## config.mk

```make
export PLATFORM = sky130hd
export DESIGN_NAME = imem_port_arbiter
export DESIGN_NICKNAME = d
export VERILOG_FILES = /design/src/rtl/imem_port_arbiter.sv
export SDC_FILE = /design/constraint.sdc
export NUM_CORES = 1
export LEC_CHECK = 0
export ABC_CLOCK_PERIOD_IN_PS = 3650
export BUFFER_PORTS_ARGS = -buffer_cell sky130_fd_sc_hd__buf_4
export CORE_AREA = 2 2 79 81
export CTS_CLUSTER_DIAMETER = 100
export DETAILED_ROUTE_END_ITERATION = 10
export DIE_AREA = 0 0 81 83
export GPL_TIMING_DRIVEN = 0
export MAX_ROUTING_LAYER = met4
export PLACE_DENSITY_LB_ADDON = 0.05
export SETUP_SLACK_MARGIN = 0.4
export SYNTH_ARGS = -nofsm -noshare
export SYNTH_HDL_FRONTEND = slang
export SYNTH_SLANG_ARGS = --single-unit
```

## constraint.sdc

```tcl
create_clock -name clk -period 3.65 [get_ports clk]
set_input_delay 0.73 -clock clk [delete_from_list [all_inputs] [get_ports clk]]
set_output_delay 0.73 -clock clk [all_outputs]
set_load 0.05 [all_outputs]
```

## src/rtl/imem_port_arbiter.sv

```systemverilog
// Shares one single-port synchronous memory between fetch and the load/store unit; owner-tagged read return.
// Latency: grant is combinational, read data returns the cycle after the grant; one access per cycle.
// Backpressure: a losing requester holds its request until granted; data wins unless fetch is starved.
// Optional FEWCORE_ARB_PERF_EN adds saturating per-requester stall counters.
module imem_port_arbiter #(
    parameter int XLEN       = 32,
    parameter int PCLEN      = 10,
    parameter int STARVE_MAX = 3
) (
    input  logic             clk,
    input  logic             reset,
    input  logic             if_req,
    input  logic [PCLEN-1:0] if_addr,
    output logic             if_gnt,
    output logic             if_rvalid,
    output logic [XLEN-1:0]  if_rdata,
    input  logic             dm_req,
    input  logic             dm_we,
    input  logic [PCLEN-1:0] dm_addr,
    input  logic [XLEN-1:0]  dm_wdata,
    output logic             dm_gnt,
    output logic             dm_rvalid,
    output logic [XLEN-1:0]  dm_rdata,
    output logic             mem_en,
    output logic             mem_we,
    output logic [PCLEN-1:0] mem_addr,
    output logic [XLEN-1:0]  mem_wdata,
    input  logic [XLEN-1:0]  mem_rdata
`ifdef FEWCORE_ARB_PERF_EN
    ,
    output logic [15:0]      perf_if_stall,
    output logic [15:0]      perf_dm_stall
`endif
);

    localparam logic [3:0] STARVE_LIM = 4'(STARVE_MAX);

    typedef enum logic [1:0] {
        OWN_NONE = 2'd0,
        OWN_IF   = 2'd1,
        OWN_DM   = 2'd2
    } owner_t;

    owner_t     owner;
    logic [3:0] starve_cnt;
    logic       force_if;
    logic       if_win;
    logic       dm_win;

    assign force_if = (starve_cnt == STARVE_LIM);

    // Forcing fetch only matters while fetch is actually asking.
    always_comb begin
        dm_win = reset & dm_req & ~(force_if & if_req);
        if_win = reset & if_req & ~dm_win;
    end

    always_comb begin
        if_gnt    = if_win;
        dm_gnt    = dm_win;
        mem_en    = if_win | dm_win;
        mem_we    = dm_win & dm_we;
        mem_addr  = '0;
        mem_wdata = '0;
        if (dm_win) begin
            mem_addr  = dm_addr;
            mem_wdata = dm_wdata;
        end else if (if_win) begin
            mem_addr  = if_addr;
        end
    end

    always_ff @(posedge clk or negedge reset) begin
        if (!reset) begin
            owner <= OWN_NONE;
        end else if (if_win) begin
            owner <= OWN_IF;
        end else if (dm_win && !dm_we) begin
            owner <= OWN_DM;
        end else begin
            owner <= OWN_NONE;
        end
    end

    always_ff @(posedge clk or negedge reset) begin
        if (!reset) begin
            starve_cnt <= '0;
        end else if (if_win || !if_req) begin
            starve_cnt <= '0;
        end else if (starve_cnt < STARVE_LIM) begin
            starve_cnt <= starve_cnt + 4'd1;
        end
    end

    assign if_rvalid = (owner == OWN_IF);
    assign dm_rvalid = (owner == OWN_DM);
    assign if_rdata  = if_rvalid ? mem_rdata : '0;
    assign dm_rdata  = dm_rvalid ? mem_rdata : '0;

`ifdef FEWCORE_ARB_PERF_EN
    always_ff @(posedge clk or negedge reset) begin
        if (!reset) begin
            perf_if_stall <= '0;
            perf_dm_stall <= '0;
        end else begin
            if (if_req && !if_win && perf_if_stall != 16'hFFFF) begin
                perf_if_stall <= perf_if_stall + 16'd1;
            end
            if (dm_req && !dm_win && perf_dm_stall != 16'hFFFF) begin
                perf_dm_stall <= perf_dm_stall + 16'd1;
            end
        end
    end
`endif

endmodule

```

* Word level (Yosys, flattened, before mapping)
Cells that the tools add are included.
** Cells by class
- Add/subtract/negate cells :: 1
- Multipliers :: 0
- Div/mod/pow operators :: 0
- $lt $le $gt $ge :: 1
- Eq/ne operators :: 3
- Shifts and indexed selects :: 0
- Muxes and demuxes :: 9
- Bitwise operators :: 9
- Reduce and logical (&&, ||, !) cells :: 5
** Operators by type and width (number)
- 32-bit 2-to-1 mux :: 3
- 10-bit 2-to-1 mux :: 2
- 4-bit 2-to-1 mux :: 2
- 1-bit AND :: 6
- 4-bit by 1-bit adder with 4-bit output (second input constant) :: 1
- 4-bit by 2-bit equality test with 1-bit output (second input constant) :: 1
- 4-bit by 2-bit less-than comparator with 1-bit output (second input constant) :: 1
- 2-bit 2-to-1 mux :: 2
- 2-bit by 1-bit equality test with 1-bit output (second input constant) :: 1
- 2-bit equality test (second input constant) :: 1
- 1-bit logical NOT :: 2
- 1-bit NOT :: 2
- 2-bit nonzero test :: 1
- 1-bit logical AND :: 1
- 1-bit logical OR :: 1
- 1-bit bitwise OR :: 1
** Word-level totals
- Flip-flop bits (word level) :: 6
- Bits in latches :: 0
- RAM bits :: 0
- Memory bits (read-only) :: 0
- Output and inout port bits :: 112
- Logic and storage cells :: 30
- Memories :: 0

* Depth between registers and ports, before layout
Gate-level depths: netlist of run 1.
- Depth after elaboration :: 8
- Mapped depth :: 5
- Depth with buffers taken out :: 4

* Worst setup path after synthesis of run 1
Ideal clock, no wire load.
- Kind :: input-to-output
- From :: input dm_req
- To :: output mem_wdata[22]
- Arrival time :: 1.868 ns
- Required time :: 2.920 ns
- Path slack :: 1.052 ns
- Stages :: 4
- Cell sequence :: inv_1 -> a211oi_4 -> buf_4 -> and2_1
** On the way
- Word-level cells in the longest chain between the ends :: 3
** RTL lines
- start, declared :: line 17 : input logic dm_req,
- 1-bit AND (2 in series) :: line 54 : dm_win = reset & dm_req & ~(force_if & if_req);
- net dm_gnt :: line 21 : output logic dm_gnt,
- 32-bit 2-to-1 mux :: line 65 : if (dm_win) begin
- end, declared :: line 27 : output logic [XLEN-1:0] mem_wdata,
The timed path passes the listed nets, and every way through them passes these cells.

* Worst setup path after layout of run 1
- From :: register starve_cnt[0]
- To :: output mem_wdata[20]
** On the way
- Word-level cells in the longest chain between the ends :: 5
** RTL lines
- start, declared :: line 45 : logic [3:0] starve_cnt;
- start signal, assigned :: line 91 : starve_cnt <= starve_cnt + 4'd1;
- 4-bit by 2-bit equality test with 1-bit output :: line 50 : assign force_if = (starve_cnt == STARVE_LIM);
- 1-bit AND :: line 54
- 1-bit NOT :: line 54
- 1-bit AND :: line 54
- 32-bit 2-to-1 mux :: line 65
Every way passes these cells.

==> results of run 1 <==
flip-flops by register name (all words and copies together) (netlist names):
name,count
starve_cnt,4
owner,2
worst register-to-register path, stage by stage (launching register included):
cell and delay, ns:
dfrtp_1 0.38, ha_1 0.21, nor3b_2 0.18, a211oi_4 0.45
buf_4 0.25, and2b_1 0.13
routing by layer:
metal / up-vias / global-route usage, % / share of wire (%)
met5: - / - / 0
met4: 0 / 4.78 / 2.1
met3: 8 / 3.26 / 13
met2: 126 / 28.0 / 52
met1: 718 / 13.4 / 33
li1: 854 / - / -
synth_stat cells, drive strengths merged:
cell,n,area share [%]
a211oi,1,1.9
a22o,10,8.4
and2,97,58
and2b,1,0.72
and3,4,2.4
buf,3,1.9
clkbuf,8,3.1
dfrtp,6,14
ha,1,1.2
inv,2,0.72
mux2,1,1.1
nor2,2,0.72
nor2b,2,1.2
nor3,1,0.48
nor3b,1,1.2
o211a,1,0.96
o21ai,1,0.48
xor2,1,0.84
power groups by stage:
stage	registers (µW)	logic [µW]	clock network (µW)
after floorplan	72.2	212	0
after global placement	72.4	366	0
after detailed placement	72.5	368	0
after CTS	71.7	368	100
after global routing	72.0	384	101
final	71.7	364	97.2
placed cells by master, fill, tap and decap left out:
master and count:
o211a_1 1, o21ai_0 1, mux2_2 1, xor2_1 1, buf_2 1, and2b_1 1
clkbuf_2 2, dfrtp_1 6, nor2b_1 2, inv_1 2, buf_4 202, and2_1 97
nor3_1 1, and3_1 4, a211oi_4 1, a22o_1 10, clkbuf_1 6, clkbuf_8 3
ha_1 1, nor2_1 2, nor3b_2 1
kinds of logic (layout without fill, tap and decap cells):
family,Yosys count,count (layout),synth area share (%)
buffers and inverters,13,216,5.76
DFF,6,6,14.4
muxes,1,1,1.08
AOI/OAI and AO/OA,13,13,11.8
adders and majority gates,1,1,1.20
xor gates and xnor gates,1,1,0.840
and+or+nand+nor,108,108,64.9
cell type report:
class	instances	area, µm²
Clock buffer	3	41.3
Multi-Input combinational cell	124	832
Tap cell	75	93.8
Timing Repair Buffer	200	1500
Fill cell	621	3140
Sequential cell	6	150
Inverter	2	7.51
Buffer	11	52.6
how the worst min path moves through the flow:
stage,cells past startpoint,end
floorplan,0,owner[0]
global placement,1,starve_cnt[0]
detailed placement,1,starve_cnt[0]
CTS,1,owner[1]
global route,1,starve_cnt[0]
finish,1,starve_cnt[1]
through the flow:
stage	cell area (µm²)	total power [µW]	instances	hold WS (ns)
6_report	2680	533	421	0.320
3_5_place_dp	2640	440	418	0.552
2_1_floorplan	1040	285	143	0.434
4_1_cts	2680	540	421	0.319
3_3_place_gp	2640	439	418	0.548
5_1_grt	2680	558	421	0.325
==> run metrics, run 1 <==
status finished, final reports clean; sw frac 46.4%; Fin Clk Skew 0.00156 ns; drt pass-1 iters 4; Routed Antenna Nets 0; vias 1706; max incr delay on CP 0.45 ns; Critical Path Slowest Stage Cell a211oi_4; Final WS setup 0.864 ns; wire per inst 12.4 µm; CTS tree yes; All-Layer GR Usage 14.4%; full die area 6720 µm²; cts hold-fix bufs 0; row count 28; hold crit path type in -> async; DRT iter0 DRCs 22; CTS sink cnt 6; Clock Power Share 18.2%; vias in the first global route 1615; Comb pwr share 68.3%; crit share post-route 76.3%; post-synthesis cell count 143; minimum clock period 2.79 ns; reg2reg start starve_cnt[0]; maximum fanout along the worst path 10; synthesis-to-finish area growth 157%; chip height 83 µm; Buf/Inv on CP 2; I/O pin count 201; R2R depth 5; path type of the worst setup path reg -> out; drc violations 0; Final Util 46.1%; core box area 5820 µm²; ANT cells 0; Seq pwr share 13.5%; Final Setup Violations 0; CP endpoint mem_wdata[20]; relative slew slack 70.1%; Syn Std Cell Area 1040 µm²; setup TNS 0 ns; Die Wd 81 µm; actual slew at the worst max-slew pin 0.448 ns; worst skew pair latency 0.22 ns; Congestion Overflow GR 0; layout cells sized above 1 61.0%; peak supply drop 0.0915 mV; Largest delay share family, worst path buffers and inverters; H-tree lvl count 1; Seq/Total Area, Yosys 14.4%; PD cells 199 nW/µm²; Syn. warnings 0; cell-internal power 285 µW; Critical Path, Cell by Cell ha_1 > nor3b_2 > a211oi_4 > clkbuf_2 > and2_1 > buf_4; kind of end point of the critical path output port; Post-CTS Setup Bufs 0; clk slew on worst S/H paths 0.04 ns; Pins Over Slew Limit 0; Worst EP required 2.92 ns; largest net degree at the start of global routing 12; Placer Congestion 0.747; Leakage 0.00156 µW; PortBufs 200; initial core utilization 17.9%; number of synthesized register bits 6; crit path from starve_cnt[0]; pre-CTS WS 0.951 ns; drt total wl 5220 µm; maxcap violations 0; Switch Pwr 247 µW; CTS max path bufs 2; r2r setup slk 1.99 ns; Mapped Avg Cell Area 7.29 µm²; Yosys cell types 20; RSZ-0062 raised after global routing false; DP Wirelength 4670 µm; CP arrival 2.06 ns; CTS root buf clkbuf_8; Max Freq 359 MHz; count of final hold-check violations 0; Total Nets Final 438; vias per inst 4.05; first-pass GRT wire length 7560 µm; crit start category register; R2R Path End owner[1]; CTS buffer count 3; initial antenna violation count 0; post-synth net total 233; post-CTS sizing 0; CP Depth 6
No activity file was read; power rests on OpenSTA's default activity.
==> run 2: changes to the inputs <==
Settings changed: ABC_CLOCK_PERIOD_IN_PS 3650 to 2500, CORE_AREA 2 2 79 81 to 2 2 77 79, DIE_AREA 0 0 81 83 to 0 0 79 81.
Clock period 3.65 ns to 2.5 ns, I/O delays scaled along.
==> run metrics, run 2 (synthesis results as in run 1) <==
status finished, final reports clean; Placer Congestion 0.775; commonest non-fill, non-tap cell in the layout buf_4; Max Freq 429 MHz; overall power 906 µW; Final WS setup 0.170 ns; most frequent cells in the layout buf_4, and2_1, buf_8; drt pass-1 iters 3; kind of end point of the critical path output port; wire per inst 13.2 µm; vias per inst 4.08; Die Wd 79 µm; row count 28; path type of the worst setup path reg -> out; maximum fanout along the worst path 6; DP Wirelength 4670 µm; Non-Filler Instances 430; cts hold-fix bufs 0; setup TNS 0 ns; RSZ-0062 raised after global routing true; PortBufs 200; All-Layer GR Usage 16.1%; CTS sink cnt 6; full die area 6400 µm²; relative slew slack 78.0%; drt total wl 5670 µm; Largest Register starve_cnt; crit share post-route 93.2%; Routed Antenna Nets 0; peak supply drop 0.162 mV; CTS root buf clkbuf_8; count of final hold-check violations 0; maxcap violations 0; largest net degree at the start of global routing 12; Top Registers starve_cnt (4), owner (2); H-tree lvl count 1; first-pass GRT wire length 7970 µm; minimum clock period 2.33 ns; Fin Clk Skew 0.00125 ns; initial core utilization 18.4%; CTS buffer count 3; DRT iter0 DRCs 5; CTS max path bufs 2; initial antenna violation count 0; crit start category register; drc violations 0; Worst EP required 2.00 ns; hold crit path type in -> async; PD cells 271 nW/µm²; synthesis-to-finish area growth 221%; I/O pin count 201; Total Nets Final 447; layout cells sized above 1 76.6%; Leakage 0.00183 µW; ANT cells 0; actual slew at the worst max-slew pin 0.326 ns; chip height 81 µm; dpl cells 418; Congestion Overflow GR 0; Final Setup Violations 0; CP arrival 1.83 ns; max FFs per register 4; vias 1754; core box area 5680 µm²; pre-CTS WS 0.114 ns; clk slew on worst S/H paths 0.04 ns; worst skew pair latency 0.22 ns; Pins Over Slew Limit 0; Hold Slack 0.0896 ns; vias in the first global route 1672; CTS tree yes
## run 2: cell type report
type                            count  area (µm²)
Tap cell                           75        93.8
Fill cell                         536        2330
Buffer                             11         123
Timing Repair Buffer              209        1930
Inverter                            2        7.51
Multi-Input combinational cell    124        1000
Sequential cell                     6         150
Clock buffer                        3        41.3
## run 2: final timing paths
kind                                from             to  slack (ns)  depth (start not counted)
max                        starve_cnt[0]    mem_addr[1]        0.17                          7
min                                reset  starve_cnt[0]        0.09                          1
max reg2reg                starve_cnt[0]  starve_cnt[1]        0.99                          4
min reg2reg                starve_cnt[3]  starve_cnt[3]        0.60                          1
max in group asynchronous          reset       owner[1]        2.28                          1
min in group clk                   dm_we       owner[1]        0.57                          2
## run 2: critical path: stages (launching register included)
cell	delay, ns
dfrtp_1	0.38
ha_2	0.19
nor3b_4	0.16
buf_4	0.14
o211a_4	0.24
buf_6	0.14
a22o_4	0.22
buf_8	0.15
## run 2: stage by stage
stage | area, µm² | utilization (%)
2_1_floorplan | 1210 | -
3_3_place_gp | 2810 | 49.4
3_5_place_dp | 2810 | 49.4
4_1_cts | 3270 | 57.7
5_1_grt | 3350 | 59.0
6_report | 3350 | 59.0
## run 2: report_power, final
| part | internal, µW | total, µW | leakage (µW) | switching [µW] |
|---|---|---|---|---|
| combinational | 309 | 657 | 0.00173 | 348 |
| sequential | 102 | 105 | 0.0000812 | 2.50 |
| clock | 103 | 145 | 0.0000216 | 41.5 |
## run 2: metal layers
layer	vias up	share of wire, %	GRT usage (%)
li1	876	-	-
met1	751	31	15.4
met2	123	55	31.1
met3	4	13	5.33
met4	0	0.74	4.14
met5	-	0	-
## run 2: timing repair
action | 4_1_cts | 5_1_grt
buffers inserted | 3 | 4
setup endpoints to repair | 59 | 84
pin swaps | 1 | 1
gates cloned | 1 | 1
resized for setup | 94 | 15
